## src/rtl/serial_alu_pkg.sv

```systemverilog
// serial_alu_pkg: opcodes, scheduler state encoding and the opcode legality
// helper shared by the bit-serial ALU scheduler.
package serial_alu_pkg;

  localparam int OP_CYCLES_DEFAULT = 5;

  localparam logic [2:0] OP_IDLE = 3'b000;
  localparam logic [2:0] OP_XOR  = 3'b001;
  localparam logic [2:0] OP_ADD  = 3'b010;
  localparam logic [2:0] OP_AND  = 3'b011;
  localparam logic [2:0] OP_SUB  = 3'b100;

  typedef enum logic [1:0] {
    S_IDLE = 2'd0,
    S_RUN  = 2'd1,
    S_CAP  = 2'd2,
    S_RESP = 2'd3
  } sched_state_t;

  function automatic logic op_is_legal(input logic [2:0] op);
    logic legal;
    case (op)
      OP_XOR, OP_ADD, OP_AND, OP_SUB: legal = 1'b1;
      default:                        legal = 1'b0;
    endcase
    return legal;
  endfunction

endpackage

```

## src/rtl/rr_arb2.sv

```systemverilog
// rr_arb2: two-way round-robin arbiter; a tie goes to the requester that did
// not win the last advanced grant.
module rr_arb2 (
  input  logic       clk,
  input  logic       rst,
  input  logic [1:0] req,
  input  logic       advance,
  output logic [1:0] gnt,
  output logic       gnt_id
);

  logic last_grant_r;

  // One-hot grant from the current requests and the previous winner
  always_comb begin
    gnt    = 2'b00;
    gnt_id = 1'b0;
    case (req)
      2'b01: begin
        gnt    = 2'b01;
        gnt_id = 1'b0;
      end
      2'b10: begin
        gnt    = 2'b10;
        gnt_id = 1'b1;
      end
      2'b11: begin
        if (last_grant_r) begin
          gnt    = 2'b01;
          gnt_id = 1'b0;
        end else begin
          gnt    = 2'b10;
          gnt_id = 1'b1;
        end
      end
      default: begin
        gnt    = 2'b00;
        gnt_id = 1'b0;
      end
    endcase
  end

  // Remember the winner of each accepted grant; reset favours requester 0
  always_ff @(posedge clk) begin
    if (rst) begin
      last_grant_r <= 1'b1;
    end else if (advance) begin
      last_grant_r <= gnt_id;
    end else begin
      last_grant_r <= last_grant_r;
    end
  end

endmodule

```

## src/rtl/serial_alu_sched.sv

```systemverilog
// serial_alu_sched: arbitrates two requesters onto one bit-serial ALU, holds the
// opcode OP_CYCLES clocks and returns flags. SCHED_PERF_CNT_EN adds perf counters.
module serial_alu_sched
  import serial_alu_pkg::*;
#(
  parameter int OP_CYCLES = OP_CYCLES_DEFAULT,
  parameter int W         = 4
) (
  input  logic         clk,
  input  logic         rst,
  input  logic         req0_valid,
  input  logic [2:0]   req0_op,
  input  logic [W-1:0] req0_a,
  input  logic [W-1:0] req0_b,
  output logic         req0_ready,
  input  logic         req1_valid,
  input  logic [2:0]   req1_op,
  input  logic [W-1:0] req1_a,
  input  logic [W-1:0] req1_b,
  output logic         req1_ready,
  output logic         resp_valid,
  input  logic         resp_ready,
  output logic         resp_id,
  output logic [W-1:0] resp_c,
  output logic         resp_carry,
  output logic         resp_sign,
  output logic         resp_zero,
  output logic         resp_err,
  output logic [2:0]   alu_op,
  output logic [W-1:0] alu_a,
  output logic [W-1:0] alu_b,
  input  logic [W-1:0] alu_c,
  input  logic         alu_carry,
  input  logic         alu_sign,
  input  logic         alu_zero
`ifdef SCHED_PERF_CNT_EN
  ,
  output logic [15:0]  perf_ops,
  output logic [15:0]  perf_err
`endif
);

  localparam int               CNT_W    = $clog2(OP_CYCLES + 1);
  localparam logic [CNT_W-1:0] CNT_LAST = CNT_W'(OP_CYCLES - 1);

  sched_state_t     state_r, state_nxt_s;
  logic [CNT_W-1:0] cnt_r;
  logic             id_r;
  logic [1:0]       req_s, gnt_s;
  logic             gnt_id_s, hs_s;
  logic [2:0]       sel_op_s;
  logic [W-1:0]     sel_a_s, sel_b_s;

  // Requests only compete while idle, so a response hand-off never overlaps a grant
  assign req_s      = (!rst && (state_r == S_IDLE)) ? {req1_valid, req0_valid} : 2'b00;
  assign req0_ready = gnt_s[0];
  assign req1_ready = gnt_s[1];
  assign hs_s       = |gnt_s;
  assign sel_op_s   = gnt_id_s ? req1_op : req0_op;
  assign sel_a_s    = gnt_id_s ? req1_a  : req0_a;
  assign sel_b_s    = gnt_id_s ? req1_b  : req0_b;

  rr_arb2 u_arb (
    .clk     (clk),
    .rst     (rst),
    .req     (req_s),
    .advance (hs_s),
    .gnt     (gnt_s),
    .gnt_id  (gnt_id_s)
  );

  // State register
  always_ff @(posedge clk) begin
    if (rst) begin
      state_r <= S_IDLE;
    end else begin
      state_r <= state_nxt_s;
    end
  end

  // Next-state logic
  always_comb begin
    state_nxt_s = state_r;
    case (state_r)
      S_IDLE: begin
        if (hs_s) begin
          state_nxt_s = op_is_legal(sel_op_s) ? S_RUN : S_RESP;
        end else begin
          state_nxt_s = S_IDLE;
        end
      end
      S_RUN: begin
        if (cnt_r == CNT_LAST) begin
          state_nxt_s = S_CAP;
        end else begin
          state_nxt_s = S_RUN;
        end
      end
      S_CAP:  state_nxt_s = S_RESP;
      S_RESP: begin
        if (resp_ready) begin
          state_nxt_s = S_IDLE;
        end else begin
          state_nxt_s = S_RESP;
        end
      end
      default: state_nxt_s = S_IDLE;
    endcase
  end

  // Operand latches, opcode hold, cycle counter and response registers
  always_ff @(posedge clk) begin
    if (rst) begin
      cnt_r      <= {CNT_W{1'b0}};
      id_r       <= 1'b0;
      alu_op     <= OP_IDLE;
      alu_a      <= {W{1'b0}};
      alu_b      <= {W{1'b0}};
      resp_valid <= 1'b0;
      resp_id    <= 1'b0;
      resp_c     <= {W{1'b0}};
      resp_carry <= 1'b0;
      resp_sign  <= 1'b0;
      resp_zero  <= 1'b0;
      resp_err   <= 1'b0;
    end else begin
      case (state_r)
        S_IDLE: begin
          if (hs_s) begin
            id_r  <= gnt_id_s;
            alu_a <= sel_a_s;
            alu_b <= sel_b_s;
            cnt_r <= {CNT_W{1'b0}};
            if (op_is_legal(sel_op_s)) begin
              alu_op <= sel_op_s;
            end else begin
              // Illegal opcodes never reach the ALU; answer straight away
              alu_op     <= OP_IDLE;
              resp_valid <= 1'b1;
              resp_id    <= gnt_id_s;
              resp_c     <= {W{1'b0}};
              resp_carry <= 1'b0;
              resp_sign  <= 1'b0;
              resp_zero  <= 1'b0;
              resp_err   <= 1'b1;
            end
          end
        end
        S_RUN: begin
          cnt_r <= cnt_r + CNT_W'(1);
          if (cnt_r == CNT_LAST) begin
            alu_op <= OP_IDLE;
          end
        end
        S_CAP: begin
          resp_valid <= 1'b1;
          resp_id    <= id_r;
          resp_c     <= alu_c;
          resp_carry <= alu_carry;
          resp_sign  <= alu_sign;
          resp_zero  <= alu_zero;
          resp_err   <= 1'b0;
        end
        S_RESP: begin
          if (resp_ready) begin
            resp_valid <= 1'b0;
          end
        end
        default: alu_op <= OP_IDLE;
      endcase
    end
  end

`ifdef SCHED_PERF_CNT_EN
  // Count completed responses, split by legal versus error
  always_ff @(posedge clk) begin
    if (rst) begin
      perf_ops <= 16'd0;
      perf_err <= 16'd0;
    end else if ((state_r == S_RESP) && resp_ready) begin
      if (resp_err) begin
        perf_err <= perf_err + 16'd1;
      end else begin
        perf_ops <= perf_ops + 16'd1;
      end
    end else begin
      perf_ops <= perf_ops;
      perf_err <= perf_err;
    end
  end
`endif

endmodule
```

## config.mk

```make
export PLATFORM = sky130hd
export DESIGN_NAME = serial_alu_sched
export DESIGN_NICKNAME = d
export VERILOG_FILES = /design/src/rtl/serial_alu_pkg.sv /design/src/rtl/rr_arb2.sv /design/src/rtl/serial_alu_sched.sv
export SDC_FILE = /design/constraint.sdc
export NUM_CORES = 1
export LEC_CHECK = 0
export BUFFER_PORTS_ARGS = -buffer_cell sky130_fd_sc_hd__buf_2
export CAP_MARGIN = 25
export CORE_MARGIN = 1
export CORE_UTILIZATION = 48
export CTS_BUF_LIST = sky130_fd_sc_hd__clkbuf_2
export DETAILED_ROUTE_END_ITERATION = 8
export PLACE_DENSITY_LB_ADDON = 0.1
export SETUP_SLACK_MARGIN = 0.15
export SLEW_MARGIN = 20
export SYNTH_ARGS = -nofsm -noshare
export SYNTH_HDL_FRONTEND = slang
export SYNTH_SLANG_ARGS = --single-unit
```

## constraint.sdc

```tcl
create_clock -name clk -period 2 [get_ports clk]
set_input_delay 0.5 -clock clk [delete_from_list [all_inputs] [get_ports clk]]
set_output_delay 0.5 -clock clk [all_outputs]
set_load 0.02 [all_outputs]
```

After elaboration in Yosys (flattened, before gate mapping)
Index checks and enable logic that the tools add are counted.
- bits in registers: 28
- output and inout bits: 23
- logic and storage cells: 82
- add/sub/neg operators: 1
- equality and inequality tests: 15
- mux-type cells: 39
- reductions and logical operators: 13
- operators by type and width (cell ; count):
    $mux W4 ; 4
    $mux W3 ; 5
    $mux W1 ; 12
    $mux W2 ; 6
    $pmux W1 S2 ; 6
    $pmux W3 S2 ; 2
    $eq A2 B2 Y1 const B ; 4
    $ne A2 B2 Y1 const B ; 4
    $pmux W2 S4 ; 1
    $pmux W4 S2 ; 1
    $eq A3 B2 Y1 const B ; 2
    $eq A3 B3 Y1 const B ; 2
    $pmux W2 S3 ; 1
    $reduce_and A3 Y1 ; 2
    $eq A2 B1 Y1 const B ; 2
    $reduce_and A2 Y1 ; 2
    $reduce_and A4 Y1 ; 1
    $reduce_bool A2 Y1 ; 2
    $reduce_or A4 Y1 ; 1
    $add A3 B1 Y3 const B ; 1
    $eq A3 B1 Y1 const B ; 1
    $pmux W1 S3 ; 1
    $reduce_bool A3 Y1 ; 1
    $logic_not A2 Y1 ; 1
    3 further kinds ; 3

Depth between registers and ports, before layout
Gate-level depths: netlist of the first run.
- depth after elaboration: 15
- gate-level depth with buffers: 6
- gate-level depth less buffers: 5

By module
From an unflattened synthesis of the first run, not the netlist that was laid out.
- cell total of the unflattened synthesis: 139
- area, all modules: 1340.0 um2
- by module, submodules not included (module ; times used ; cells each ; area an instance (um2) ; sequential area each (um2)):
    serial_alu_sched ; 1 ; 132 ; 1275.0 ; 540.5
    rr_arb2 ; 1 ; 7 ; 65.1 ; 20.0

Least setup slack after synthesis of the first run
No wires, ideal clock.
- path type: input -> output
- start: in rst
- end: out req0_ready
- arrival time: 1.190 ns
- setup slack: 0.310 ns
- stages: 5
- cell sequence: nor3_4 > nand3_2 > inv_2 > buf_6 > nor2_1
- word-level cells in the longest chain between the ends: 5
- ends and longest elaborated chain (element ; RTL line ; text):
    from (decl) ; serial_alu_sched.sv:10 ; input logic rst,
    $logic_not A1 Y1 * ; serial_alu_sched.sv:55 ; assign req_s = (!rst && (state_r == S_IDLE)) ? {req1_valid, req0_valid} : 2'b00;
    $logic_and A1 B1 Y1 * ; serial_alu_sched.sv:55 ;
    $mux W2 * ; serial_alu_sched.sv:55 ;
    $eq A2 B2 Y1 or $eq A2 B1 Y1 (tied branches) ; rr_arb2.sv:18 ; case (req)
    $pmux W2 S3 * ; rr_arb2.sv:18 ;
    to (decl) ; serial_alu_sched.sv:15 ; output logic req0_ready,
Every way passes the cells marked *; elsewhere a longest branch is shown, timed or not.

Worst setup path in the final report of the first run
- start: reg state_r[1]
- end: out req0_ready
- word-level cells in the longest chain between the ends: 5
- ends and longest elaborated chain (element ; RTL line ; text):
    from (decl) ; serial_alu_sched.sv:46 ; sched_state_t state_r, state_nxt_s;
    from (signal assigned) ; serial_alu_sched.sv:77 ; state_r <= state_nxt_s;
    $logic_not A2 Y1 * ; serial_alu_sched.sv:55 ;
    $logic_and A1 B1 Y1 * ; serial_alu_sched.sv:55 ;
    $mux W2 * ; serial_alu_sched.sv:55 ;
    $eq A2 B2 Y1 or $eq A2 B1 Y1 (tied branches) ; rr_arb2.sv:18 ;
    $pmux W2 S3 * ; rr_arb2.sv:18 ;
Marked as above.

==> results of run 1 <==
-- power breakdown --
group          switching (mW)  internal, mW
combinational           0.290         0.227
clock                   0.164        0.0407
sequential             0.0407         0.633
total                   0.495         0.900
-- per-stage QoR --
stage	instances	utilization, %
after floorplan	141	-
after global placement	224	63.4
after detailed placement	224	63.4
after CTS	234	67.1
after global routing	241	71.1
final	241	71.1
-- worst reg2reg max path, delay by kind of cell, from the launching register on --
kind,cells,cell delay (ns)
flip-flops,1,0.41
AO/OA/AOI/OAI,3,0.69
AND/OR/NAND/NOR,1,0.26
buffers and inverters,3,0.36
-- placed cells by master, fill, tap and decap left out, drive strengths merged, types with 2 or more instances in the layout --
master  netlist  final
nor2b         2      2
o21ai         3      3
a21oi        10     10
nand2        28     28
nor2         15     15
o21a          2      2
nand3b        4      4
nand2b        2      2
ha            2      2
nor3          5      5
a311oi       11     11
a32o          7      7
inv           3      3
dfxtp        28     28
buf           5     73
a211o         2      3
clkbuf        2      3
nand3         4      4
-- final cells by class --
type / instances / area, um2
clock buffers: 3 / 15.0
flip-flops and latches: 28 / 566
well taps: 30 / 37.5
fillers: 192 / 709
repair buffers: 73 / 433
inverters: 3 / 13.8
multi-input cells: 104 / 681
-- worst min-delay path by stage --
stage	slack, ns	start	depth (start not counted)	endpoint
5_1_grt	0.32	alu_sign	2	resp_sign
4_1_cts	0.33	alu_c[2]	2	resp_c[2]
3_5_place_dp	0.44	resp_err	2	resp_err
3_3_place_gp	0.44	resp_err	2	resp_err
2_1_floorplan	0.44	u_arb.last_grant_r	1	u_arb.last_grant_r
6_report	0.32	alu_zero	2	resp_zero
-- state kept, by name, indices dropped and copies added (netlist names), 2 cells and up --
signal / flops
state_r: 2
alu_a: 4
cnt_r: 3
alu_op: 3
resp_c: 4
alu_b: 4
-- cells by family after synthesis --
logic type / count (synthesis) / share of synthesized area (%)
and+or+nand+nor: 60 / 22.4
adders and majority gates: 2 / 2.02
DFF: 28 / 45.2
buffers and inverters: 10 / 4.54
muxes: 1 / 0.907
AOI/OAI and AO/OA: 38 / 23.6
xor gates and xnor gates: 2 / 1.41
-- timing repair --
| item | in CTS | in global routing |
|---|---|---|
| gates resized for setup | 8 | 9 |
| gates cloned | 0 | 1 |
| buffers inserted | 7 | 6 |
| setup endpoints to repair | 2 | 17 |
| pin swaps | 2 | 7 |
-- metal layers --
metal  wire length, um  global-route usage (%)  vias up  share of wire (%)
li1                  -                       -      656                  -
met5                 0                       0        -                  0
met2              1640                    40.7       45                 49
met4                48                    6.58        0                1.4
met3               203                    3.45        6                6.1
met1              1430                    26.2      626                 43
==> results by group, run 1 <==
Placed design
  – Placed Instance Area: approximately 0.0016 mm2
  – Port buffer count: 56
  – Pre-CTS setup slack: 0.138 ns
  – Post-DP HPWL: around 2200 um
  – Final Wtd Congestion: 0.750

Floorplanning
  – Core area: 0.00245 mm2
  – Die area: 0.00279 mm2
  – Row count: 18
  – Num ports: 57
  – Die Width: roughly 53 um
  – Initial Util: 50.6%
  – Chip Height: 52.9 um

Outcome
  – Status: finished clean

STA
  – Slack of the critical path: approximately 0.055 ns
  – Count of pins over their slew limit: 0
  – Min Hold Slack: roughly 0.32 ns
  – Setup TNS: 0 ns
  – Crit path time final: between 1.5 and 2 ns
  – RSZ-0062 raised after global routing: true
  – Final setup vio count: 0
  – Final Cycle Share: 97.3%
  – Worst clock skew: approximately 0.0073 ns
  – Maximum clock frequency: between 500 and 600 MHz
  – Slew Limit Headroom: 64.8%
  – Final Hold Violating Endpoints: 0
  – Slew @ Worst Pin: between 0.5 and 0.6 ns

Synthesis
  – Mapped Area: 0.00124 mm2
  – Syn_area_per_cell: a little under 9 um2
  – Syn. warnings: 0
  – Yosys cell types: 29
  – Mapped Cells: 141
  – Commonest register cell after synthesis: dfxtp_1
  – Post-synth EDFFs: 0
  – Largest area contributor in the netlist: dfxtp_1
  – Seq/Total Area, Yosys: 45.2%
  – Top cell type's share of synthesized area: 45.2%
  – Async set-reset flop share out of synthesis: 0%
  – Syn_nets: 177
  – Flop and latch count out of synthesis: 28
  – Synth top cells by count: 28 x dfxtp_1, 28 x nand2_1, 15 x nor2_1
  – Top cells by area, synth: dfxtp_1 45%, nand2_1 8.5%, a311oi_1 7.8%

Routing
  – Vias: 1333
  – Drt drc: 0
  – Drt initial violations: 33
  – Drt total wl: approximately 3300 um
  – Post-DRT Antenna Nets: 0
  – Pre-Repair DR Iteration Count: 4
  – DR WL/cell: 13.8 um
  – Vias per std cell: 5.53

Setup path
  – CP Depth: 5
  – Slowest stage cell, crit path: dfxtp_4
  – RR Endpoint: resp_c[2]
  – Required @ worst endpoint: 1.50 ns
  – Cell Chain, Critical Path: nor3_4, nand3_2, inv_4, nor2_4, buf_6
  – Worst Path Buf+Inv: 2
  – Type of origin of the critical path: register
  – CP max FO: 3
  – Largest stage delay, worst path: 0.41 ns
  – Crit. Startpoint: state_r[1]
  – FF-to-FF Start: state_r[1]
  – WS Path Type: reg -> out
  – Worst endpoint data arrival time: 1.45 ns
  – Setup crit end kind: output port
  – Crit-path leading delay family: simple AND/OR/NAND/NOR gates
  – Critical path endpoint: req0_ready
  – Worst R2R Setup Slack: 0.22 ns
  – R2R cell count: 7

Pwr
  – Power Total: ~1.4 mW
  – Static Leak: 0.790 nW
  – Pwr/cell area: 799 mW/mm2
  – Worst IR drop on VDD: 0.572 mV

Clock network
  – Clk Latency, worst-skew pair: 0.37 ns
  – Hold_buf cts: 0
  – TritonCTS Buffers: 3
  – CTS tree: built
  – Clk pin slew, worst setup/hold paths: around 0.25 ns
  – H-tree depth: 1
  – Clock root cell: clkbuf_2
  – Sink Count: 28
  – Clock Tree Buf Depth: 2

Global route
  – Global-route wire length before repair: 4530 um
  – Largest net degree at the start of global routing: 23
  – GR Overflow Total: 0
  – Vias in the first global route: 1070
  – Initial antenna violation count: 0
  – GRT Overall Usage: 22.2%

Finish
  – Nets@finish: 249
  – Post-route cell area: 0.00175 mm2
  – Area grow syn2layout: 40.6%
  – Antenna fix cells: 0
  – Layout cells sized above 1: 41.7%

Hold path
  – HP Class: in -> reg

Job
  – MaxCap Viol Count: 0
No activity file was read; power rests on OpenSTA's default activity.
==> run 2, diff against run 1 <==
--- a/config.mk
+++ b/config.mk
@@ -11,7 +11,7 @@
 export CORE_UTILIZATION = 48
 export CTS_BUF_LIST = sky130_fd_sc_hd__clkbuf_2
 export DETAILED_ROUTE_END_ITERATION = 8
-export PLACE_DENSITY_LB_ADDON = 0.1
+export PLACE_DENSITY = 0.83
 export SETUP_SLACK_MARGIN = 0.15
 export SLEW_MARGIN = 20
 export SYNTH_ARGS = -nofsm -noshare
==> run 2 against run 1 <==
  * The run now ends with DRC left
  * Global-route usage up 1.9 points
  * Critical path depth unchanged
  * Power up 6.2%
  * Routed wire length down 1.9%
  * Sequential share of layout area up 1.3 points
  * Final cell count down 1.7%
  * Critical endpoint unchanged
  * Largest cell class unchanged
  * Largest power group unchanged
  * Highest routed layer unchanged
==> results by group, run 2 (synthesis gave the netlist of run 1 again) <==
Pwr
  – Static Leak: 0.780 nW (-1.3%)
  – Worst IR drop on VDD: 0.604 mV (+5.5%)
  – Pwr/cell area: 882 mW/mm2 (+10%)

Clock network
  – Clk Latency, worst-skew pair: 0.36 ns (about the same)
  – TritonCTS Buffers: 3 (unchanged)
  – H-tree depth: 1 (unchanged)
  – Clk pin slew, worst setup/hold paths: 0.26 ns (about the same)
  – Clock root cell: clkbuf_2
  – CTS tree: built
  – Clock Tree Buf Depth: 2 (unchanged)
  – Sink Count: 28 (unchanged)
  – Hold_buf cts: 0 (unchanged)

Hold path
  – Hold path cells: 2 (unchanged)
  – HP Class: in -> reg
  – Hold path start: alu_c[2]
  – Hold Path End: resp_c[2]

Routing
  – Pre-Repair DR Iteration Count: 6 (+2)
  – Post-DRT Antenna Nets: 0 (unchanged)
  – Drt total wl: 3260 um (-1.9%)
  – Vias per std cell: 5.43 (-1.8%)
  – DR WL/cell: 13.8 um (-0.21%)
  – Drt drc: 1 (+1)
  – Vias: 1287 (-3.5%)
  – Drt initial violations: 37 (+12%)

STA
  – Count of pins over their slew limit: 0 (unchanged)
  – RSZ-0062 raised after global routing: true
  – Maximum clock frequency: 513 MHz (-0.13%)
  – Final Hold Violating Endpoints: 0 (unchanged)
  – Setup TNS: 0 ns (unchanged)
  – Crit path time final: 1.95 ns (+0.00258 ns)
  – Slew Limit Headroom: 66.9% (+2.0 points)
  – Slew @ Worst Pin: 0.495 ns (-0.0285 ns)
  – Final setup vio count: 0 (unchanged)
  – Final Cycle Share: 97.4% (+0.13 points)
  – Worst clock skew: 0.00625 ns (-0.00101 ns)
  – Slack of the critical path: 0.0523 ns (-0.00258 ns)

Finish
  – Most common cell after layout, fill and taps aside: buf_2
  – Antenna fix cells: 0 (unchanged)
  – Most frequent cells in the layout: 54 x buf_2, 28 x nand2_1, 26 x dfxtp_1
  – Fin cells: 237 (-1.7%)
  – Top Registers: alu_a: 4 flops, alu_b: 4 flops, resp_c: 4 flops
  – Filler instances: 202 (+5.2%)
  – Nets@finish: 244 (-2.0%)
  – Area grow syn2layout: 35.4%
  – Layout cells sized above 1: 39.6% (-2.1 points)

Setup path
  – Crit-path leading delay family: flip-flops
  – Largest stage delay, worst path: 0.41 ns (about the same)
  – WS Path Type: reg -> out
  – RR Endpoint: resp_sign
  – Required @ worst endpoint: 1.50 ns (about the same)
  – R2R cell count: 7 (unchanged)
  – FF-to-FF Start: state_r[1]
  – Setup crit end kind: output port
  – Slowest stage cell, crit path: dfxtp_4
  – Worst R2R Setup Slack: 0.20 ns (-0.02 ns)
  – Type of origin of the critical path: register
  – Cell Chain, Critical Path: nor3_4, buf_6, o21ai_4, nor2_1, buf_4
  – CP max FO: 3 (unchanged)
  – Worst endpoint data arrival time: 1.45 ns (about the same)
  – Worst Path Buf+Inv: 2 (unchanged)

Floorplanning
  – Initial Util: 50.6% (unchanged)
  – Row count: 18 (unchanged)
  – Core area: 0.00245 mm2 (unchanged)
  – Die Width: 52.9 um (unchanged)
  – Die area: 0.00279 mm2 (unchanged)
  – Num ports: 57 (unchanged)
  – Chip Height: 52.9 um (unchanged)

Placed design
  – Post-DP HPWL: 2310 um (+4.9%)
  – Final Wtd Congestion: 0.804 (+7.1%)
  – Port buffer count: 56 (unchanged)
  – Placed Cells: 224 (unchanged)
  – Pre-CTS setup slack: 0.162 ns (+0.0242 ns)

Global route
  – GR Overflow Total: 0 (unchanged)
  – Vias in the first global route: 1062 (-0.75%)
  – Global-route wire length before repair: 4890 um (+7.9%)
  – Initial antenna violation count: 0 (unchanged)
  – GRT Overall Usage: 24.1% (+1.9 points)
  – Largest net degree at the start of global routing: 24 (+4.3%)

Outcome
  – Failing checks: DRC
  – Status: finished with violations

Job
  – MaxCap Viol Count: 0 (unchanged)
run 2: how the worst max path moves through the flow:
stage | from | end | slack [ns] | cells after the start
finish | state_r[1] | req0_ready | 0.05 | 5
floorplan | rst | req0_ready | 0.31 | 5
detailed placement | rst | resp_c[3] | 0.16 | 5
global route | state_r[1] | req0_ready | -0.04 | 5
global placement | req0_op[0] | resp_c[2] | 0.24 | 5
CTS | state_r[1] | req0_ready | 0.03 | 5
run 2: cell type report:
class | count | area (um2) | area share, %
tap | 30 | 37.5 | 2.23
clock buffer | 3 | 15.0 | 0.894
timing repair buffer | 69 | 387 | 23.0
sequential | 28 | 566 | 33.7
multi-input combinational | 103 | 634 | 37.8
clock inverter | 1 | 30.0 | 1.79
inverter | 3 | 11.3 | 0.670
run 2: where the power goes:
part | leakage (nW) | internal (mW) | switching [mW]
combinational | 0.523 | 0.195 | 0.270
clock | 0.0266 | 0.172 | 0.166
sequential | 0.231 | 0.633 | 0.0452
run 2: what timing repair did:
action,CTS,global route
hold endpoints to repair,0,0
buffers inserted,7,2
gates resized for setup,5,5
endpoints found under the setup margin,2,3
pin swaps,3,4
run 2: stage by stage:
stage                     hold slack, ns  area [um2]  power (mW)  utilization [%]
after floorplan                    0.435        1240       0.958                -
after global placement             0.432        1540        1.08             62.9
after detailed placement           0.431        1540        1.10             62.9
after CTS                          0.316        1660        1.47             67.5
after global routing               0.284        1680        1.57             68.5
final                              0.322        1680        1.48             68.5
run 2: per-layer routing:
metal | global-route usage [%] | wire (um) | vias up
li1 | - | - | 639
met1 | 30.4 | 1370 | 591
met2 | 41.4 | 1680 | 53
met3 | 2.59 | 178 | 4
met4 | 9.65 | 32 | 0
met5 | 0 | 0 | -
==> run 3, diff against run 2 <==
--- a/config.mk
+++ b/config.mk
@@ -12,6 +12,7 @@
 export CTS_BUF_LIST = sky130_fd_sc_hd__clkbuf_2
 export DETAILED_ROUTE_END_ITERATION = 8
 export PLACE_DENSITY = 0.83
+export REMOVE_ABC_BUFFERS = 1
 export SETUP_SLACK_MARGIN = 0.15
 export SLEW_MARGIN = 20
 export SYNTH_ARGS = -nofsm -noshare
==> run 3 against run 2 <==
  * The flow now finishes without violations
  * Clock power up 3%
  * Routed wire length is 0.25% lower
  * Non-clock buffer count is 2 higher
  * Fmax decreased by 2.0%
  * Worst setup slack worse by 0.039 ns
  * Highest routed layer unchanged
  * Hold slack worse by 0.020 ns
  * Clock-buffer cell count stayed put
  * Final cell count up 0.84%
  * Die area did not move
==> results by group, run 3 (synthesis gave the netlist of run 1 again) <==
Floorplanning
  – Chip Height: 52.9 um (unchanged)
  – Row count: 18 (unchanged)
  – Num ports: 57 (unchanged)
  – Die area: 0.00279 mm2 (unchanged)
  – Die Width: 52.9 um (unchanged)
  – Core area: 0.00245 mm2 (unchanged)
  – Initial Util: 50.6% (unchanged)

STA
  – Final Cycle Share: 99.3% (+2.0 points)
  – Final setup vio count: 0 (unchanged)
  – Worst clock skew: 0.00502 ns (-0.00123 ns)
  – Count of pins over their slew limit: 0 (unchanged)
  – Maximum clock frequency: 503 MHz (-2.0%)
  – RSZ-0062 raised after global routing: true
  – Setup TNS: 0 ns (unchanged)
  – Crit path time final: 1.99 ns (+0.0393 ns)
  – Slew Limit Headroom: 64.8% (-2.1 points)
  – Slew @ Worst Pin: 0.526 ns (+0.0307 ns)
  – Final Hold Violating Endpoints: 0 (unchanged)

Finish
  – Post-route cell area: 0.00173 mm2 (+2.9%)
  – Area grow syn2layout: 39.3%
  – Share of the core filled with cells: 70.4% (+2.0 points)
  – Most common cell after layout, fill and taps aside: buf_2
  – Layout cells sized above 1: 41.6% (+2.0 points)
  – Filler instances: 183 (-9.4%)
  – Nets@finish: 246 (+0.82%)
  – Antenna fix cells: 0 (unchanged)
  – Fin cells: 239 (+0.84%)
  – Top Registers: alu_a: 4 flops, alu_b: 4 flops, resp_c: 4 flops
  – Most frequent cells in the layout: 55 x buf_2, 28 x nand2_1, 26 x dfxtp_1

Routing
  – Vias per std cell: 5.49 (+1.1%)
  – Vias: 1312 (+1.9%)
  – Post-DRT Antenna Nets: 0 (unchanged)
  – DR WL/cell: 13.6 um (-1.1%)
  – Drt drc: 0 (-1)
  – Drt total wl: 3250 um (-0.25%)
  – Pre-Repair DR Iteration Count: 4 (-2)
  – Drt initial violations: 33 (-11%)

Global route
  – Initial antenna violation count: 0 (unchanged)
  – Global-route wire length before repair: 4520 um (-7.5%)
  – GRT Overall Usage: 22.0% (-2.1 points)
  – Vias in the first global route: 1090 (+2.6%)
  – GR Overflow Total: 0 (unchanged)
  – Largest net degree at the start of global routing: 24 (unchanged)

Placed design
  – Final Wtd Congestion: 0.864 (+7.6%)
  – Port buffer count: 56 (unchanged)
  – Placed Cells: 224 (unchanged)
  – Post-DP HPWL: 2210 um (-4.5%)
  – Placed Instance Area: 0.00154 mm2 (unchanged)

Hold path
  – HP Class: in -> reg

Clock network
  – H-tree depth: 1 (unchanged)
  – CTS tree: built
  – Clock Tree Buf Depth: 2 (unchanged)
  – Clock root cell: clkbuf_2
  – Hold_buf cts: 0 (unchanged)
  – Sink Count: 28 (unchanged)
  – Clk Latency, worst-skew pair: 0.38 ns (+0.02 ns)
  – Clk pin slew, worst setup/hold paths: 0.27 ns (about the same)
  – TritonCTS Buffers: 3 (unchanged)

Setup path
  – Worst endpoint data arrival time: 1.49 ns (+0.04 ns)
  – Type of origin of the critical path: register
  – Required @ worst endpoint: 1.50 ns (about the same)
  – Setup crit end kind: output port
  – CP max FO: 4 (+1)
  – WS Path Type: reg -> out

Job
  – MaxCap Viol Count: 0 (unchanged)

Pwr
  – Power Total: 1.51 mW (+2.2%)
  – Static Leak: 0.788 nW (+1.0%)
  – Pwr/cell area: 875 mW/mm2 (-0.70%)
  – Clock power share: 23.1% (+0.3 points)
  – Reg power frac: 44.8% (-1.0 points)
  – Int Pwr: 1.01 mW (+1.3%)
  – Combinational Power Share: 32.2% (+0.8 points)
  – Sw Share: 33.1% (+0.57 points)
  – Switch Pwr: 0.501 mW (+4.0%)
  – Worst IR drop on VDD: 0.602 mV (-0.31%)

Outcome
  – Status: finished clean
-- run 3: per-stage QoR --
step / setup WS [ns] / hold WS (ns)
final: 0.0130 / 0.302
after global routing: -0.0638 / 0.275
after global placement: 0.221 / 0.429
after CTS: 0.0251 / 0.317
after floorplan: 0.154 / 0.435
after detailed placement: 0.166 / 0.437
-- run 3: what timing repair did --
item | CTS | global route
pin swaps | 2 | 4
buffers inserted | 5 | 6
gates resized for setup | 9 | 7
endpoints found under the setup margin | 2 | 2
-- run 3: layer usage --
metal,part of all wire [%],vias to the layer above,GRT usage (%)
li1,-,650,-
met1,42,619,24.9
met2,53,36,40.7
met3,3.8,7,4.02
met4,1.7,0,7.02
met5,0,-,0
-- run 3: cell type report --
| type | count | area [um2] | area share (%) |
|---|---|---|---|
| clock buffers | 3 | 15.0 | 0.868 |
| multi-input cells | 103 | 658 | 38.1 |
| inverters | 3 | 13.8 | 0.796 |
| repair buffers | 71 | 407 | 23.5 |
| flip-flops and latches | 28 | 568 | 32.9 |
| well taps | 30 | 37.5 | 2.17 |
| clock inverters | 1 | 30.0 | 1.74 |
-- run 3: worst paths after layout --
path / startpoint / to / slack (ns) / depth (start not counted)
min: alu_sign / resp_sign / 0.30 / 2
max reg2reg: state_r[0] / alu_op[2] / 0.21 / 7
max: state_r[0] / req1_ready / 0.01 / 4
min reg2reg: resp_err / resp_err / 0.46 / 2
-- run 3: critical path: stages (launching register included) --
cell and delay [ns]:
dfxtp_4 0.43, nor3_4 0.27, nand3_2 0.14, inv_4 0.09
buf_2 0.16
-- run 3: power by group through the flow --
stage | Sequential [mW] | Combinational [mW] | Clock [mW]
4_1_cts | 0.678 | 0.439 | 0.347
2_1_floorplan | 0.752 | 0.188 | 0
3_5_place_dp | 0.691 | 0.406 | 0
5_1_grt | 0.683 | 0.528 | 0.375
6_report | 0.677 | 0.487 | 0.349
3_3_place_gp | 0.685 | 0.390 | 0
